===== src/rtl/ffo_pkg.sv =====
// ---------------------------------------------------------------------------
// ffo_pkg
// Shared types for the find-first-one dispatcher and its FIFO.
//   WORD_W           : width of a scanned word (index 0 is scanned first)
//   POS_W            : width of a bit position result
//   ffo_pos_t        : bit position type
//   ffo_word_t       : scanned word, declared [0:WORD_W-1] so index 0 is
//                      the leftmost bit
//   ffo_disp_state_e : dispatcher FSM states
// ---------------------------------------------------------------------------
package ffo_pkg;

  localparam int WORD_W = 32;
  localparam int POS_W  = 5;

  typedef logic [POS_W-1:0]  ffo_pos_t;
  typedef logic [0:WORD_W-1] ffo_word_t;

  typedef enum logic [1:0] {
    S_IDLE   = 2'd0,  // waiting for a queued word, a free result slot and an idle engine
    S_LAUNCH = 2'd1,  // one-cycle start pulse to the engine
    S_BUSY   = 2'd2,  // waiting for the engine to finish
    S_HOLD   = 2'd3   // one-cycle pass for the all-zero bypass path
  } ffo_disp_state_e;

endpackage


===== src/rtl/ffo_dispatch_fifo.sv =====
// ---------------------------------------------------------------------------
// ffo_dispatch_fifo
// Synchronous FIFO holding words waiting to be issued to the engine.
// The head entry is visible on data_o whenever empty_o is low.
//   clock, reset : clock and synchronous active-high reset
//   push_i       : write data_i (ignored while full)
//   data_i       : word to store
//   pop_i        : drop the head entry (ignored while empty)
//   data_o       : head entry
//   full_o       : no free entries
//   empty_o      : no stored entries
//   count_o      : occupancy, 0..DEPTH
// DEPTH must be a power of two, at least 2, so the pointers wrap naturally.
// ---------------------------------------------------------------------------
module ffo_dispatch_fifo #(
  parameter int DEPTH = 4,
  parameter int WIDTH = 32
) (
  input  logic                     clock,
  input  logic                     reset,
  input  logic                     push_i,
  input  logic [WIDTH-1:0]         data_i,
  input  logic                     pop_i,
  output logic [WIDTH-1:0]         data_o,
  output logic                     full_o,
  output logic                     empty_o,
  output logic [$clog2(DEPTH):0]   count_o
);

  localparam int AW = $clog2(DEPTH);
  localparam int CW = AW + 1;

  logic [WIDTH-1:0] mem_q [DEPTH];
  logic [AW-1:0]    wr_ptr_q, rd_ptr_q;
  logic [CW-1:0]    count_q, count_d;
  logic             do_push, do_pop;

  assign full_o  = (count_q == CW'(DEPTH));
  assign empty_o = (count_q == '0);
  assign count_o = count_q;
  assign data_o  = mem_q[rd_ptr_q];

  assign do_push = push_i && !full_o;
  assign do_pop  = pop_i  && !empty_o;

  // NOTE: every variable assigned in an always_comb gets a default first, so
  // no path leaves it unassigned and no latch is inferred.
  always_comb begin
    count_d = count_q;
    if (do_push && !do_pop) begin
      count_d = count_q + 1'b1;
    end else if (do_pop && !do_push) begin
      count_d = count_q - 1'b1;
    end
  end

  // NOTE: sequential state uses non-blocking assignments so every register
  // samples its inputs from before the clock edge, regardless of statement order.
  always_ff @(posedge clock) begin
    if (reset) begin
      wr_ptr_q <= '0;
      rd_ptr_q <= '0;
      count_q  <= '0;
    end else begin
      if (do_push) wr_ptr_q <= wr_ptr_q + 1'b1;
      if (do_pop)  rd_ptr_q <= rd_ptr_q + 1'b1;
      count_q <= count_d;
    end
  end

  // NOTE: the storage array is deliberately not reset; the pointers and count
  // define which entries are valid, and leaving it unreset keeps it a plain RAM.
  always_ff @(posedge clock) begin
    if (do_push) mem_q[wr_ptr_q] <= data_i;
  end

endmodule


===== src/rtl/ffo_dispatch.sv =====
// ---------------------------------------------------------------------------
// ffo_dispatch
// Feeder and collector around the sequential 32-bit find-first-one engine.
// Words arrive on a valid/ready stream, queue in a small FIFO, and are issued
// one at a time to the engine with a single-cycle start pulse. The engine's
// position is captured together with an all-zero flag and offered on a
// valid/ready result stream. At most one job is in flight, so results leave
// in input order.
//
// Ports:
//   clock, reset           : clock, synchronous active-high reset
//   in_valid/in_word/in_ready  : input word stream (index 0 scanned first)
//   out_valid/out_pos/out_zero/out_ready : result stream
//   eng_start, eng_b       : start pulse and operand driven to the engine
//   eng_p, eng_ready       : engine position result and idle/result-stable flag
//
// Build option FFO_DISPATCH_ZERO_BYPASS_EN: an all-zero head word is answered
// directly (out_pos=31, out_zero=1) via the HOLD state, without starting the
// engine. Without it every word goes through the engine.
// ---------------------------------------------------------------------------
module ffo_dispatch
  import ffo_pkg::*;
#(
  parameter int DEPTH = 4
) (
  input  logic              clock,
  input  logic              reset,
  input  logic              in_valid,
  input  logic [0:WORD_W-1] in_word,
  output logic              in_ready,
  output logic              out_valid,
  output logic [POS_W-1:0]  out_pos,
  output logic              out_zero,
  input  logic              out_ready,
  output logic              eng_start,
  output logic [0:WORD_W-1] eng_b,
  input  logic [POS_W-1:0]  eng_p,
  input  logic              eng_ready
);

  ffo_disp_state_e state_q, state_d;
  ffo_word_t       cur_word_q, cur_word_d;
  logic            first_busy_q, first_busy_d;
  logic            out_valid_q, out_valid_d;
  ffo_pos_t        out_pos_q, out_pos_d;
  logic            out_zero_q, out_zero_d;

  ffo_word_t              head_word;
  logic                   fifo_full, fifo_empty, fifo_pop;
  logic [$clog2(DEPTH):0] fifo_count_unused;  // occupancy, kept for debug visibility
  logic                   can_issue;

  assign in_ready = !fifo_full && !reset;

  ffo_dispatch_fifo #(
    .DEPTH (DEPTH),
    .WIDTH (WORD_W)
  ) u_fifo (
    .clock   (clock),
    .reset   (reset),
    .push_i  (in_valid && in_ready),
    .data_i  (in_word),
    .pop_i   (fifo_pop),
    .data_o  (head_word),
    .full_o  (fifo_full),
    .empty_o (fifo_empty),
    .count_o (fifo_count_unused)
  );

  // A new job may start only when the result slot is free and the engine is
  // idle; this is what keeps a single job in flight.
  assign can_issue = !fifo_empty && !out_valid_q && eng_ready;

  always_comb begin
    state_d      = state_q;
    cur_word_d   = cur_word_q;
    first_busy_d = 1'b0;
    out_valid_d  = out_valid_q;
    out_pos_d    = out_pos_q;
    out_zero_d   = out_zero_q;
    fifo_pop     = 1'b0;

    if (out_valid_q && out_ready) out_valid_d = 1'b0;

    unique case (state_q)
      S_IDLE: begin
        if (can_issue) begin
          fifo_pop   = 1'b1;
          cur_word_d = head_word;
`ifdef FFO_DISPATCH_ZERO_BYPASS_EN
          if (head_word == '0) begin
            out_valid_d = 1'b1;
            out_pos_d   = ffo_pos_t'(WORD_W - 1);
            out_zero_d  = 1'b1;
            state_d     = S_HOLD;
          end else begin
            state_d = S_LAUNCH;
          end
`else
          state_d = S_LAUNCH;
`endif
        end
      end
      S_LAUNCH: begin
        state_d      = S_BUSY;
        first_busy_d = 1'b1;
      end
      S_BUSY: begin
        // The engine only drops ready the cycle after start, so the first
        // BUSY cycle still sees the stale idle flag and must be ignored.
        if (!first_busy_q && eng_ready) begin
          out_valid_d = 1'b1;
          out_pos_d   = eng_p;
          out_zero_d  = (cur_word_q == '0);
          state_d     = S_IDLE;
        end
      end
`ifdef FFO_DISPATCH_ZERO_BYPASS_EN
      S_HOLD: begin
        state_d = S_IDLE;
      end
`endif
      default: begin
        state_d = S_IDLE;
      end
    endcase
  end

  always_ff @(posedge clock) begin
    if (reset) begin
      state_q      <= S_IDLE;
      cur_word_q   <= '0;
      first_busy_q <= 1'b0;
      out_valid_q  <= 1'b0;
      out_pos_q    <= '0;
      out_zero_q   <= 1'b0;
    end else begin
      state_q      <= state_d;
      cur_word_q   <= cur_word_d;
      first_busy_q <= first_busy_d;
      out_valid_q  <= out_valid_d;
      out_pos_q    <= out_pos_d;
      out_zero_q   <= out_zero_d;
    end
  end

  assign eng_start = (state_q == S_LAUNCH);
  assign eng_b     = cur_word_q;  // held between launches so the engine input never moves
  assign out_valid = out_valid_q;
  assign out_pos   = out_pos_q;
  assign out_zero  = out_zero_q;

endmodule


===== config.mk =====
export PLATFORM = sky130hd
export DESIGN_NAME = ffo_dispatch
export DESIGN_NICKNAME = d
export VERILOG_FILES = /design/src/rtl/ffo_pkg.sv /design/src/rtl/ffo_dispatch_fifo.sv /design/src/rtl/ffo_dispatch.sv
export SDC_FILE = /design/constraint.sdc
export NUM_CORES = 1
export LEC_CHECK = 0
export ABC_AREA = 1
export CORE_ASPECT_RATIO = 0.6
export CORE_MARGIN = 4
export CORE_UTILIZATION = 55
export DETAILED_ROUTE_END_ITERATION = 6
export GPL_TIMING_DRIVEN = 0
export PLACE_DENSITY = 0.79
export SKIP_CTS_REPAIR_TIMING = 1
export SYNTH_ARGS = -nofsm -noshare
export SYNTH_HDL_FRONTEND = slang
export SYNTH_SLANG_ARGS = --single-unit

===== constraint.sdc =====
create_clock -name clock -period 3.2 [get_ports clock]
set_input_delay 0.48 -clock clock [delete_from_list [all_inputs] [get_ports clock]]
set_output_delay 0.48 -clock clock [all_outputs]
set_load 0.02 [all_outputs]

==> results.cfg <==
[outcome]
status = completed

[sta]
rsz0062_at_grt = false
holdWs_ps = 345
fin_skew_ps = 9.20
finalHoldViolations = 0
fmax_ghz = 0.427
tightest_slew_ps = 685
drv_slew = 0
post-route-period-util_pct = 73.1
finalSetupViolCount = 0
max-slew-margin-rel_pct = 54.2
min_period_ps = 2340

[global_route]
antenna_found_initial = 0
grt_pass1_wl_um = 24600
gr-usage-met3_pct = 5.63
gr-max-usage-layer = met2
grt_overflow_total = 0
grt.total_usage_pct = 22.5
grt_max_degree = 21
use_met2_pct = 34.7
grt_pass1_vias = 4645
use_met1_pct = 32.3

[logic_synthesis]
synth_common_cells = nor2_1, edfxtp_1, o21ai_0
syn_nets = 630
synth_top_area_cell = edfxtp_1
async_reset_ff_share_pct = 0
synth_top_area_share_pct = 55.7
ys_types = 27
synth.avg_cell_area_um2 = 11.9
yosysSeqAreaShare_pct = 69.9
yosys-top-cells-area = edfxtp_1, dfxtp_1, nor2_1
syn_inst = 582
ys_seq_elements = 177
synth-edff-count = 128
yosysMostFrequentCell = nor2_1
yosysWarnings = 0
synth_area_um2 = 6900
synth-main-ff-cell = edfxtp_1

[drt]
first_pass_iters = 5
wire_per_inst_um = 18.7
drcViolationCount = 0
vias = 4841
ant_nets = 0
wl_um = 16100
drt_iter0_markers = 455
viasPerCell = 5.60

[floorplan]
die_width_um = 153
fp.coreArea_um2 = 12200
rows = 31
die_h_um = 94.8
io_pins = 83
die-area_um2 = 14500
initial_core_util_pct = 56.6

[placement]
hpwl_um = 10600
gp_congestion = 0.809
port_buffers = 81

[final_layout]
fin_util_pct = 70.8
nFillCells = 857
fin_nets = 734
layout-drive-gt1-share_pct = 13.9
antennaDiodeCount = 0
area_delta_synth_final_pct = 25.0

[cts]
clock_latency_ps = 430
cts_tree = built
cts_buffers = 17
cts.sinks = 177
cts.clk_slew.worst_paths_ps = 70
clock_path_buffers = 2
htreeDepth = 4
ctsRootBufferMaster = clkbuf_16

[worst_setup_path]
crit_required_ps = 3520
worstSetupPathType = flip-flop to flip-flop
critPathLaunchType = flip-flop
rrSetupSlack_ps = 860
worstPathMaxFanout = 9
reg2regPathDepth = 11
crit_arrival_ps = 2660
rr_startpoint = u_fifo.count_o[0]
endpoint_kind = flip-flop
worst_r2r_endpoint = u_fifo.count_o[2]

[min_path]
hold_path.class = primary input to flip-flop
hold_depth = 2
min_to = u_fifo.rd_ptr_q[1]
worstHoldStart = reset

[pwr]
worst_ir_drop_vdd_v = 0.000560
p_leak_nw = 3.11
cellPowerDensity_nw_per_um2 = 838

[run]
maxCapViolations = 0
-- stage by stage --
step	power, mW	cell area, µm²	instances	worst slack (ps)	TNS, ps
after floorplan	4.31	6900	582	452	0
after global placement	5.13	7920	828	-1090	-129430
after detailed placement	5.21	8040	832	478	0
after CTS	7.23	8620	864	886	0
after global routing	7.55	8620	864	574	0
final	7.22	8620	864	859	0
-- power by group --
group          switching (mW)  total, mW  internal [mW]
clock network           0.897       2.02           1.13
registers               0.191       2.94           2.75
logic                    1.36       2.26          0.892
total                    2.45       7.22           4.77
-- kinds of logic (layout without fill, tap and decap cells) --
logic type | Yosys count | after routing | share of synthesized area [%]
flops | 177 | 177 | 69.9
buf+inv | 54 | 171 | 5.44
compound gates | 152 | 152 | 11.6
simple gates | 193 | 193 | 11.8
fa+ha+maj | 6 | 6 | 1.20
-- layer usage --
metal  routed length [µm]  up-vias
li1                     -     2253
met1                 7180     2334
met2                 7310      235
met3                 1490       19
met4                  157        0
met5                    0        -
-- worst max-delay path, stage by stage, from the launching register on --
cell and delay, ps:
dfxtp_1 380, inv_1 110, nand3_1 90, nand3_1 400, inv_1 170, ha_1 170
inv_1 70, fa_1 380, a21oi_1 140, o21ai_0 110, o21ai_0 170, a21oi_1 60
-- placed cells by master, fill, tap and decap left out, drive strengths merged --
cell,instances
ha,5
clkbuf,22
buf,26
bufbuf,1
bufinv,1
nand2,14
o21ai,109
nand3,5
dlygate4sd1,2
clkinv,5
o22ai,32
fa,1
dfxtp,49
nor3,1
inv,27
a21oi,10
clkdlybuf4s50,81
clkinvlp,2
or2,1
nor2,172
a31oi,1
dlymetal6s2s,4
edfxtp,128
-- how the worst max path moves through the flow --
stage                      start                   to  cells past startpoint
2_1_floorplan              reset   u_fifo.mem_q[0][0]                      4
6_report       u_fifo.count_o[0]    u_fifo.count_o[2]                     11
3_5_place_dp            in_valid    u_fifo.count_o[2]                     10
5_1_grt        u_fifo.count_o[0]    u_fifo.count_o[2]                     11
3_3_place_gp            in_valid  u_fifo.mem_q[3][13]                      3
4_1_cts        u_fifo.count_o[0]    u_fifo.count_o[2]                     11
-- layout make-up --
| cell class | instances | area (µm²) | area share [%] |
|---|---|---|---|
| multi-input cells | 351 | 1730 | 20.1 |
| flip-flops and latches | 177 | 4820 | 56.0 |
| repair buffers | 85 | 906 | 10.5 |
| plain buffers | 32 | 288 | 3.34 |
| inverters | 22 | 87.6 | 1.02 |
| clock buffers | 19 | 453 | 5.25 |
| clock inverters | 13 | 126 | 1.47 |
| well taps | 165 | 206 | 2.39 |
-- registers in the layout (all words and copies together) (netlist names) --
signal / cells
eng_b: 32
u_fifo.count_o: 3
out_pos: 5
out_valid: 1
u_fifo.mem_q: 128
state_q: 2
u_fifo.rd_ptr_q: 2
out_zero: 1
u_fifo.wr_ptr_q: 2
first_busy_q: 1
Note: power is estimated with default switching activity, not from simulation.
